$ cat src/rtl/mul_ctrl_pkg.sv
// rtl/mul_ctrl_pkg.sv - shared state encoding and defaults for the shift-free multiply controller
// Purpose: state encoding and default WIDTH/MAX_ITER values shared by the
// controller, the iteration counter, the datapath top and the bench.
// Ports: none (package).
package mul_ctrl_pkg;

    localparam int DEF_WIDTH    = 16;
    localparam int DEF_MAX_ITER = 65535;

    typedef enum logic [2:0] {
        S_IDLE   = 3'd0,
        S_LOAD_A = 3'd1,
        S_LOAD_B = 3'd2,
        S_CHECK  = 3'd3,
        S_ACC    = 3'd4,
        S_DONE   = 3'd5
    } state_t;

endpackage

$ cat src/rtl/mul_iter_cnt.sv
// rtl/mul_iter_cnt.sv - saturating accumulate-iteration counter
// Purpose: counts accumulate cycles; clear wins over increment and the count
// sticks at MAX_VAL instead of wrapping.
// Ports:
//   clk, rst_n : clock, asynchronous active-low reset
//   clr        : synchronous clear to zero
//   inc        : increment by one (ignored at MAX_VAL)
//   count      : current count
module mul_iter_cnt
    import mul_ctrl_pkg::*;
#(
    parameter int WIDTH   = DEF_WIDTH,
    parameter int MAX_VAL = DEF_MAX_ITER
) (
    input  logic             clk,
    input  logic             rst_n,
    input  logic             clr,
    input  logic             inc,
    output logic [WIDTH-1:0] count
);

    localparam logic [WIDTH-1:0] LIMIT = WIDTH'(MAX_VAL);

    always_ff @(posedge clk or negedge rst_n) begin
        if (!rst_n) begin
            count <= '0;
        end else if (clr) begin
            count <= '0;
        end else if (inc && (count != LIMIT)) begin
            count <= count + WIDTH'(1);
        end
    end

endmodule

$ cat src/rtl/mul_controller.sv
// rtl/mul_controller.sv - FSM sequencing a repeated-add multiplier datapath
// Purpose: loads A then B from a shared bus, then alternates CHECK/ACC until
// the B counter reaches zero or the watchdog limit is hit.
// Ports:
//   clk, rst_n              : clock, asynchronous active-low reset
//   start, abort            : begin a multiply (IDLE only) / cancel it
//   data_valid, data_ready  : operand handshake on the shared data bus
//   eqz                     : datapath B counter is zero
//   ldA, ldB, ldP, clrP,
//   decB                    : datapath strobes
//   busy, done, error       : status; error qualifies done (watchdog)
//   iter                    : accumulate cycles in current/last operation
module mul_controller
    import mul_ctrl_pkg::*;
#(
    parameter int WIDTH    = DEF_WIDTH,
    parameter int MAX_ITER = DEF_MAX_ITER
) (
    input  logic             clk,
    input  logic             rst_n,
    input  logic             start,
    input  logic             abort,
    input  logic             data_valid,
    input  logic             eqz,
    output logic             data_ready,
    output logic             ldA,
    output logic             ldB,
    output logic             ldP,
    output logic             clrP,
    output logic             decB,
    output logic             busy,
    output logic             done,
    output logic             error,
    output logic [WIDTH-1:0] iter
);

    state_t state_q;
    state_t state_d;
    logic   error_q;
    logic   error_d;
    logic   iter_clr;
    logic   iter_inc;
    logic   at_max;
    logic   kill;

    assign at_max = (iter == WIDTH'(MAX_ITER));
    // Abort only has effect once an operation is under way.
    assign kill   = abort && (state_q != S_IDLE);

    mul_iter_cnt #(
        .WIDTH   (WIDTH),
        .MAX_VAL (MAX_ITER)
    ) u_iter_cnt (
        .clk   (clk),
        .rst_n (rst_n),
        .clr   (iter_clr),
        .inc   (iter_inc),
        .count (iter)
    );

    always_ff @(posedge clk or negedge rst_n) begin
        if (!rst_n) begin
            state_q <= S_IDLE;
            error_q <= 1'b0;
        end else begin
            state_q <= state_d;
            error_q <= error_d;
        end
    end

    always_comb begin
        state_d = state_q;
        error_d = error_q;
        if (kill) begin
            state_d = S_IDLE;
        end else begin
            case (state_q)
                S_IDLE: begin
                    if (start) begin
                        state_d = S_LOAD_A;
                        error_d = 1'b0;
                    end
                end
                S_LOAD_A: begin
                    if (data_valid) state_d = S_LOAD_B;
                end
                S_LOAD_B: begin
                    if (data_valid) state_d = S_CHECK;
                end
                S_CHECK: begin
                    if (eqz) begin
                        state_d = S_DONE;
                        error_d = 1'b0;
                    end else if (at_max) begin
                        state_d = S_DONE;
                        error_d = 1'b1;
                    end else begin
                        state_d = S_ACC;
                    end
                end
                S_ACC:   state_d = S_CHECK;
                S_DONE:  state_d = S_IDLE;
                default: state_d = S_IDLE;
            endcase
        end
    end

    // Strobes are Mealy on data_valid and all gated by abort, so a cancelled
    // cycle never disturbs the datapath.
    always_comb begin
        data_ready = 1'b0;
        ldA        = 1'b0;
        ldB        = 1'b0;
        ldP        = 1'b0;
        clrP       = 1'b0;
        decB       = 1'b0;
        done       = 1'b0;
        iter_clr   = 1'b0;
        iter_inc   = 1'b0;
        busy       = (state_q != S_IDLE);
        error      = error_q;
        if (!kill) begin
            case (state_q)
                S_IDLE: iter_clr = start;
                S_LOAD_A: begin
                    data_ready = 1'b1;
                    ldA        = data_valid;
                end
                S_LOAD_B: begin
                    data_ready = 1'b1;
                    ldB        = data_valid;
                    clrP       = data_valid;
                end
                S_ACC: begin
                    ldP      = 1'b1;
                    decB     = 1'b1;
                    iter_inc = 1'b1;
                end
                S_DONE:  done = 1'b1;
                default: ;
            endcase
        end
    end

endmodule
$ cat config.mk
export PLATFORM = sky130hd
export DESIGN_NAME = mul_controller
export DESIGN_NICKNAME = d
export VERILOG_FILES = /design/src/rtl/mul_ctrl_pkg.sv /design/src/rtl/mul_iter_cnt.sv /design/src/rtl/mul_controller.sv
export SDC_FILE = /design/constraint.sdc
export NUM_CORES = 1
export LEC_CHECK = 0
export ABC_CLOCK_PERIOD_IN_PS = 5350
export CORE_MARGIN = 2
export CORE_UTILIZATION = 30
export DETAILED_ROUTE_END_ITERATION = 12
export GPL_TIMING_DRIVEN = 0
export PLACE_DENSITY = 0.53
export SETUP_SLACK_MARGIN = 0.4
export SLEW_MARGIN = 15
export SYNTH_ARGS = -nofsm -noshare
export SYNTH_HDL_FRONTEND = slang
export SYNTH_SLANG_ARGS = --single-unit
$ cat constraint.sdc
create_clock -name clk -period 5.35 [get_ports clk]
set_input_delay 1.07 -clock clk [delete_from_list [all_inputs] [get_ports clk]]
set_output_delay 1.07 -clock clk [all_outputs]
set_load 0.05 [all_outputs]
Word-level counts from Yosys, hierarchy flattened
Cells that the tools add are included.
Operators by class
  add/subtract/negate cells: 1
  multipliers: 0
  divide/modulo/power cells: 0
  $lt $le $gt $ge: 0
  equal/unequal tests: 12
  shifts and indexed selects: 0
  mux-type cells: 25
  bitwise logic cells: 1
  reduce and logical (&&, ||, !) cells: 9
Operators with widths (number)
  16-bit two-way mux: 2
  1-bit two-way mux: 17
  16-bit by 1-bit adder with 16-bit output, second input constant: 1
  16-bit equality test, second input constant: 1
  16-bit != test, second input constant: 1
  3-bit case mux with 5 select lines: 1
  3-bit two-way mux: 4
  3-bit != test, second input constant: 4
  3-bit by 2-bit equality test with 1-bit output, second input constant: 2
  3-bit equality test, second input constant: 2
  4-bit AND reduction: 1
  2-bit nonzero test: 2
  3-bit by 1-bit equality test with 1-bit output, second input constant: 1
  3-bit logical NOT: 1
  3-bit AND reduction: 1
  3-bit nonzero test: 1
  1-bit logical AND: 2
  2-bit != test, second input constant: 1
  1-bit case mux with 2 select lines: 1
  2-bit OR reduction: 1
  1-bit inverter: 1
Word-level totals
  register bits: 20
  latch bits: 0
  RAM bits: 0
  ROM bits: 0
  logic and storage cells: 51
  memories kept: 0

Depth between registers and ports, before layout
  depth in word-level cells: 6
  mapped depth: 6
  gate-level depth less buffers: 5

Cells and area by module
Synthesis repeated with hierarchy kept, for this count alone.
Unflattened totals
  cells, all modules: 142
  area total of the unflattened synthesis: 1316.3 um^2
By module, submodules not included
  mul_iter_cnt: instances 1, cells each 98, area each 942.2 um^2
  mul_controller: instances 1, cells each 44, area each 374.1 um^2

Least setup slack after synthesis
No wires, ideal clock.
  path kind: input-to-output
  start: in abort
  end: out data_ready
  arrival: 2354 ps
  data required time: 4280 ps
  slack: 1926 ps
  cell stages on the path: 2
  path through: nor2_1 a21boi_0
Between the ends
  longest elaborated chain between the ends: 2
Ends and longest elaborated chain
  start, declared: line mul_controller.sv:22  | input logic abort,
  1-bit logical AND: line mul_controller.sv:48  | assign kill = abort && (state_q != S_IDLE);
  1-bit two-way mux: line mul_controller.sv:122  | if (!kill) begin
  end, declared: line mul_controller.sv:25  | output logic data_ready,
No other way between the ends.

Final worst setup path
  start: in abort
  end: out ldP
Between the ends
  longest elaborated chain between the ends: 2
Ends and longest elaborated chain
  1-bit logical AND: line mul_controller.sv:48
  1-bit two-way mux: line mul_controller.sv:122
  end, declared: line mul_controller.sv:28  | output logic ldP,
No other way between the ends.

==> reports/metrics.cfg <==
[outcome]
status = finished clean

[power_and_ir_drop]
power_uw = 427.4
p_leak_nw = 0.6976
vdd_drop_max_mv = 0.1039
power_density_mw_per_mm2 = 258.4

[timing]
setup_viol = 0
final.period_utilization_pct = 80.06
slew_viol_final = 0
tightest_slew_ns = 0.9508
fin_setup_tns_ns = 0
setup_ws_ns = 1.067
fin_skew_ns = 0.001436
whs_ns = 0.5391
relSlewSlack_pct = 36.42
timing.fmax_ghz = 0.2335
rsz0062_at_grt = no
finalHoldViolCount = 0
finalCriticalPeriod_ns = 4.283

[drt]
wl_per_cell_um = 14.18
remaining_drc_errors = 0
wl_um = 3105
avgViaCountPerCell = 5.205
ant_nets = 0
vias = 1140
firstDrtPassIters = 5
initialDrtViolationCount = 39

[place]
place_hpwl_um = 2337
dp.cells = 215
portBuffers = 30
place_ws_ns = 1.082
gp_congestion = 0.7559

[clock_network]
numCtsBuffers = 3
cts-resized-gates = 0
clock-root-buffer = clkbuf_8
cts.sinks = 20
insertion_delay_ns = 0.25
cts_setup_buffers = 0
cts_tree = yes
cts.clk_slew.worst_paths_ns = 0.07
clock_path_buffers = 2
h-tree-depth = 1
hold_buffers = 0

[floorplanning]
fp.dieH_um = 68.19
core-area_mm2 = 0.003971
die-area_mm2 = 0.004650
start_util_pct = 31.13
io_pins = 31
num_rows = 23
die_w_um = 68.19

[critical_path]
critPathArrivalTime_ns = 3.21
path_class = in2out
worstPathRequired_ns = 4.28
crit_fanout = 10
cp-end-kind = primary output
start_kind = input pin

[hold_path]
min_path_type = reg2reg

[layout]
nets = 177
fin_cells = 219
syn_to_final_growth_pct = 33.81
mostFrequentLayoutCells = 30 x clkdlybuf4s50_1, 20 x dfrtp_1, 17 x nand2_1
diodes = 0
multi_input_area_um2 = 681.9
drive_gt1_share_pct = 6.509
mostFrequentLayoutCell = clkdlybuf4s50_1
fill_cells = 399
register_area_um2 = 500.5

[yosys]
syn_nets = 142
synth_warnings = 0
yosysSeqAreaShare_pct = 40.49
postSynthAreaPerCell_um2 = 9.157
syn_inst = 135
ys_ff_latch = 20
ys_types = 40
synth-edff-count = 0
synthArstFlopShare_pct = 100.0
synth_area_mm2 = 0.001236
synthFlopType = dfrtp_1

[global_routing]
grt_pass1_vias = 1092
grt_pass1_wl_um = 5188
grt_max_degree = 21
grt_antenna_before_repair = 0
grtUsageTotal_pct = 14.92
overflow = 0

[run]
maxCapViolCount = 0

==> routing by layer <==
| layer | routed length (um) | vias to the layer above | global-route usage [%] | share of wire [%] |
|---|---|---|---|---|
| met4 | 27 | 0 | 3.750 | 0.87 |
| met3 | 133 | 2 | 2.961 | 4.3 |
| met5 | 0 | - | 0 | 0 |
| li1 | - | 574 | - | - |
| met1 | 1474 | 540 | 19.63 | 47 |
| met2 | 1470 | 24 | 25.00 | 47 |
==> worst paths after layout <==
path	startpoint	endpoint	slack, ns	cells past startpoint
worst max-delay path	abort	ldP	1.07	5
worst min-delay path	u_iter_cnt.count[0]	u_iter_cnt.count[0]	0.54	1
worst max register to register	state_q[1]	u_iter_cnt.count[12]	3.17	5
worst min register to register	u_iter_cnt.count[0]	u_iter_cnt.count[0]	0.54	1
max in group asynchronous	rst_n	u_iter_cnt.count[0]	3.43	1
min in group asynchronous	rst_n	u_iter_cnt.count[14]	1.34	1
==> critical path: stages <==
cell	delay, ns
clkdlybuf4s50_1	0.52
or4b_4	0.54
inv_2	0.17
buf_4	0.13
clkdlybuf4s50_1	0.78
==> power breakdown <==
part / internal (mW) / switching, mW
clock: 0.0654 / 0.0495
sequential: 0.158 / 0.00926
combinational: 0.0508 / 0.0943
==> flip-flops by register name, summed over array words and instances, names as in the netlist <==
signal	cells
error	1
state_q	3
u_iter_cnt.count	16
==> cell families (layout without fill, tap and decap cells) <==
logic type                 Yosys count  after routing  synth area share (%)
xor gates and xnor gates             1              1                0.7086
buffers and inverters               10             44                 4.350
DFF                                 20             20                 40.49
AOI/OAI and AO/OA                   28             28                 16.19
muxes                               10             10                 8.097
and+or+nand+nor                     65             65                 29.15
adders and majority gates            1              1                 1.012
==> final cells by class <==
cell class              instances  share of cell area, %
plain buffers                   5                  2.118
well taps                      50                  3.782
multi-input cells             105                  41.23
repair buffers                 30                  18.15
inverters                       5                  1.135
flip-flops and latches         20                  30.26
clock buffers                   4                  3.328
==> Yosys cell counts (all sizes together), types with 3 or more instances <==
cell type	n	area, um^2
a211oi	3	22.52
a21oi	7	35.03
and2	3	18.77
and3	4	25.02
buf	4	31.27
dfrtp	20	500.5
inv	5	18.76
mux2i	10	100.1
nand2	17	63.81
nand2b	5	31.28
nand3	9	45.04
nand4	3	18.77
nor2	6	22.52
nor4	3	18.77
o21ai	3	15.01
o31ai	4	30.03
or4	4	30.03
==> per-stage QoR <==
stage | instance area, um^2 | util [%]
after floorplan | 1236 | -
after global placement | 1599 | 40.26
after detailed placement | 1599 | 40.26
after CTS | 1654 | 41.65
after global routing | 1654 | 41.65
final | 1654 | 41.65
Power figures use the tool's default switching activity.
